[config.mk]
export PLATFORM = sky130hd
export DESIGN_NAME = tff_cell
export DESIGN_NICKNAME = d
export VERILOG_FILES = /design/src/rtl/tff_cell.sv
export SDC_FILE = /design/constraint.sdc
export NUM_CORES = 1
export LEC_CHECK = 0
export CAP_MARGIN = 10
export CORE_AREA = 2 2 39 41
export DETAILED_ROUTE_END_ITERATION = 10
export DIE_AREA = 0 0 41 43
export PLACE_DENSITY = 0.41
export SLEW_MARGIN = 40
export SYNTH_ARGS = -nofsm -noshare
export SYNTH_HDL_FRONTEND = slang
export SYNTH_SLANG_ARGS = --single-unit
[constraint.sdc]
create_clock -name clk -period 1.05 [get_ports clk]
set_input_delay 0.105 -clock clk [delete_from_list [all_inputs] [get_ports clk]]
set_output_delay 0.105 -clock clk [all_outputs]
set_load 0.05 [all_outputs]
[src/rtl/tff_cell.sv]
// tff_cell: single-bit toggle flip-flop cell for ripple counters and
// accumulators. Rising edges on WE flip the stored bit, a 1->0 flip emits a
// one-cycle carry pulse for the next stage, and RE gates the stored bit onto
// out. WE and RE may be asynchronous to clk and pass through SYNC_STAGES-deep
// synchronizer chains before use.
//
// Handshake/timing contract: WE is an edge-triggered request with no
// acknowledge; its high and low phases must each last at least two clk
// periods for every edge to be seen. RE is a level with no handshake; out
// follows it SYNC_STAGES edges later. carry is a registered pulse exactly one
// clk wide, launched on the same edge that clears the stored bit.
//
// The stored bit is brought out on dbg_state_o so checkers can observe it
// directly without waiting for a read.

module tff_cell #(
    parameter int SYNC_STAGES = 2
) (
    input  logic clk,
    input  logic rstb,
    input  logic WE,
    input  logic RE,
    output logic out,
    output logic carry,
    output logic dbg_state_o
);

    // Synchronizer chains: index 0 samples the raw input, the highest index
    // is the synchronized value used by the core logic.
    logic [SYNC_STAGES-1:0] we_sync_q;
    logic [SYNC_STAGES-1:0] we_sync_d;
    logic [SYNC_STAGES-1:0] re_sync_q;
    logic [SYNC_STAGES-1:0] re_sync_d;

    // Previous synchronized WE, used for rising-edge detection.
    logic we_dly_q;
    logic we_dly_d;

    // Stored bit and output registers.
    logic state_q;
    logic state_d;
    logic carry_q;
    logic carry_d;
    logic out_q;
    logic out_d;

    // Synchronized views of the inputs and the derived toggle request.
    logic we_s;
    logic re_s;
    logic we_rise;

    // Next-state logic: shift the chains, detect WE rising, toggle the bit,
    // and build the carry and gated read-out from the pre-edge stored bit.
    always_comb begin
        we_sync_d = we_sync_q;
        re_sync_d = re_sync_q;
        we_sync_d[0] = WE;
        re_sync_d[0] = RE;
        for (int i = 1; i < SYNC_STAGES; i++) begin
            we_sync_d[i] = we_sync_q[i-1];
            re_sync_d[i] = re_sync_q[i-1];
        end

        we_s    = we_sync_q[SYNC_STAGES-1];
        re_s    = re_sync_q[SYNC_STAGES-1];
        we_rise = we_s & ~we_dly_q;

        we_dly_d = we_s;
        // A toggle from 1 means the bit wraps to 0, which is the carry out.
        state_d  = state_q ^ we_rise;
        carry_d  = we_rise & state_q;
        // Read-out uses the stored bit before this edge's toggle.
        out_d    = re_s & state_q;
    end

    // State registers with asynchronous active-low clear; reset discards any
    // in-flight synchronizer contents so no stale toggle survives it.
    always_ff @(posedge clk or negedge rstb) begin
        if (!rstb) begin
            we_sync_q <= '0;
            re_sync_q <= '0;
            we_dly_q  <= 1'b0;
            state_q   <= 1'b0;
            carry_q   <= 1'b0;
            out_q     <= 1'b0;
        end else begin
            we_sync_q <= we_sync_d;
            re_sync_q <= re_sync_d;
            we_dly_q  <= we_dly_d;
            state_q   <= state_d;
            carry_q   <= carry_d;
            out_q     <= out_d;
        end
    end

    assign out         = out_q;
    assign carry       = carry_q;
    assign dbg_state_o = state_q;

endmodule

==> metrics.md <==
| Metric | Value |
|---|---|
| Antenna fix cells | 0 |
| Syn_area_per_cell | 21.16 sq um |
| Final period util | 89.51% |
| CTS Buf Count | 3 |
| Total gr overflow | 0 |
| Final hold slack | 0.1279 ns |
| PostCTS Resize Cnt | 0 |
| Pwr Total | 0.9496 mW |
| Mapped cell area | 232.7 sq um |
| Worst Path Arrival | 0.83 ns |
| Ports | 7 |
| Drt total wl | 293 um |
| Tightest Hold Check Type | in2async |
| Max Cap Viol | 0 |
| Tightest Pin Transition | 0.3515 ns |
| RR Endpoint | dbg_state_o$_DFF_PN0_ |
| Postcts setup bufs | 0 |
| Yosys reg bits | 8 |
| Vias in the first global route | 121 |
| Slowest CP cell | dfrtp_1 |
| Most common cell after layout, fill and taps aside | dfrtp_1 |
| Final instance area | 365.4 sq um |
| Global-route wire length before repair | 483 um |
| CTS max path bufs | 2 |
| Placement Cell Area | 342.8 sq um |
| DRT antenna net count | 0 |
| Routability Congestion | 0.5237 |
| Maximum clock frequency | 1.064 GHz |
| Vias | 125 |
| Most frequent cells in the layout | 8 x dfrtp_1, 3 x clkbuf_4, 3 x clkdlybuf4s50_1, 3 x buf_12 |
| Number of synthesis warnings | 0 |
| 1st-iter DRT viols | 0 |
| Compound-gate portion of the synthesized area | 0% |
| Drt pass-1 iters | 1 |
| Die height | 43 um |
| XOR/XNOR share of the synthesized area | 0% |
| Largest net degree at the start of global routing | 9 |
| Worst setup SP type | flip-flop |
| Hold-fix buffers, CTS | 0 |
| Pre-CTS setup slack | 0.1942 ns |
| DRC viols | 0 |
| Worst skew pair latency | 0.25 ns |
| Final #Nets | 27 |
| Relative slew slack | 76.49% |
| Worst-path fanout max | 3 |
| Max IR drop VDD | 0.6097 mV |
| CTS Root Cell | clkbuf_4 |
| Final min period | 0.9399 ns |
| Register area share after synthesis | 86.02% |
| Clk slew on worst S/H paths | 0.05 ns |
| Pleak | 0.1668 nW |
| Worst EP required | 0.94 ns |
| Starting Density | 16.82% |
| Die X | 41 um |
| Fin worst setup slack | 0.1101 ns |
| Die area | 0.001763 sq mm |
| Initial antenna violation count | 0 |
| Slowest Stage Delay on Critical Path | 0.42 ns |
| CP Buf/Inv Count | 1 |
| R2R Path Start | we_sync_q[1]$_DFF_PN0_ |
| Count of final setup violators | 0 |
| Setup CP Type | reg2out |
| Vias per inst | 3.472 |
| Final hold violation count | 0 |
| IO Port Bufs | 6 |
| CP Capture Type | output pin |
| GRT Total Usage | 5.188% |
| # rows | 14 |
| Synth Area in Simple Gates | 8.602% |
| Yosys cell types | 4 |
| RSZ-0062 raised after global routing | no |
| Max Clock Skew | 0.001350 ns |
| Pins Over Slew Limit | 0 |
| Pwr dens | 2599 mW/mm^2 |
| Critical Path Start | dbg_state_o$_DFF_PN0_ |
| CTS tree | done |
| Worst reg2reg path depth | 2 |
| Largest family of logic cells by synthesized area | simple AND/OR/NAND/NOR gates |
| TNS Setup | 0 ns |
| Avg WL per Cell | 8.139 um |
| Clock sink total | 8 |
| Ratio of cells with drive above 1 in the final layout | 35.00% |
| H-tree depth | 1 |
| Run status | finished, final reports clean |
| Synth Instances | 11 |
| Mux contribution to synthesized area | 0% |
| Syn Nets | 16 |
| Core Area | 0.001384 sq mm |
| Fillers | 136 |
| R2R setup slack | 0.18 ns |
| Top delay family on crit path | flip-flops |
| Synth-to-layout area growth | 56.99% |
| CP Cell Sequence | buf_12 |
| Post-Synth Adder-Cell Area | 5.376% |
-- power breakdown --
| part | leakage (nW) | switching, mW | internal [mW] | total (mW) |
|---|---|---|---|---|
| logic | 0.0567 | 0.160 | 0.161 | 0.321 |
| clock network | 0.0138 | 0.0984 | 0.130 | 0.229 |
| registers | 0.0963 | 0.0440 | 0.355 | 0.399 |
| total | 0.167 | 0.303 | 0.647 | 0.950 |
-- metrics by stage --
step | cells | utilization [%]
2_1_floorplan | 11 | -
3_3_place_gp | 33 | 24.77
3_5_place_dp | 33 | 24.77
4_1_cts | 36 | 26.40
5_1_grt | 36 | 26.40
6_report | 36 | 26.40
-- Yosys cell counts --
| cell | n | area (sq um) |
|---|---|---|
| ha_1 | 1 | 12.51 |
| and2_1 | 1 | 6.260 |
| dfrtp_1 | 8 | 200.2 |
| nor2b_4 | 1 | 13.76 |
-- worst max path at each step --
stage | end | slack (ns) | cells after the start
5_1_grt | dbg_state_o | 0.08 | 1
3_3_place_gp | dbg_state_o$_DFF_PN0_ | 0.21 | 2
3_5_place_dp | dbg_state_o$_DFF_PN0_ | 0.19 | 2
6_report | dbg_state_o | 0.11 | 1
2_1_floorplan | dbg_state_o$_DFF_PN0_ | 0.002 | 1
4_1_cts | dbg_state_o | 0.09 | 1
-- per-layer routing --
metal,track usage (%),part of all wire [%]
met1,5.034,43
met2,4.688,40
met3,4.712,14
met4,8.000,2.7
met5,0,0
-- sequential cells by signal, indices dropped and copies added, names as in the netlist --
| signal | flops |
|---|---|
| dbg_state_o | 1 |
| out | 1 |
| we_sync_q | 2 |
| re_sync_q | 2 |
| carry | 1 |
| we_dly_q | 1 |
-- cell type report --
class                   instances  area [sq um]  share of cell area (%)
flip-flops and latches          8         200.2                   54.79
clock buffers                   3         22.52                   6.164
repair buffers                  6         90.09                   24.66
multi-input cells               3         32.53                   8.904
well taps                      16         20.02                   5.479
-- logic make-up (layout without fill, tap and decap cells) --
group	count (synthesis)	after routing
buffers and inverters	0	9
flip-flops	8	8
adder cells (fa/ha/maj)	1	1
AND/OR/NAND/NOR	2	2
Note: power is estimated with default switching activity, not from simulation.
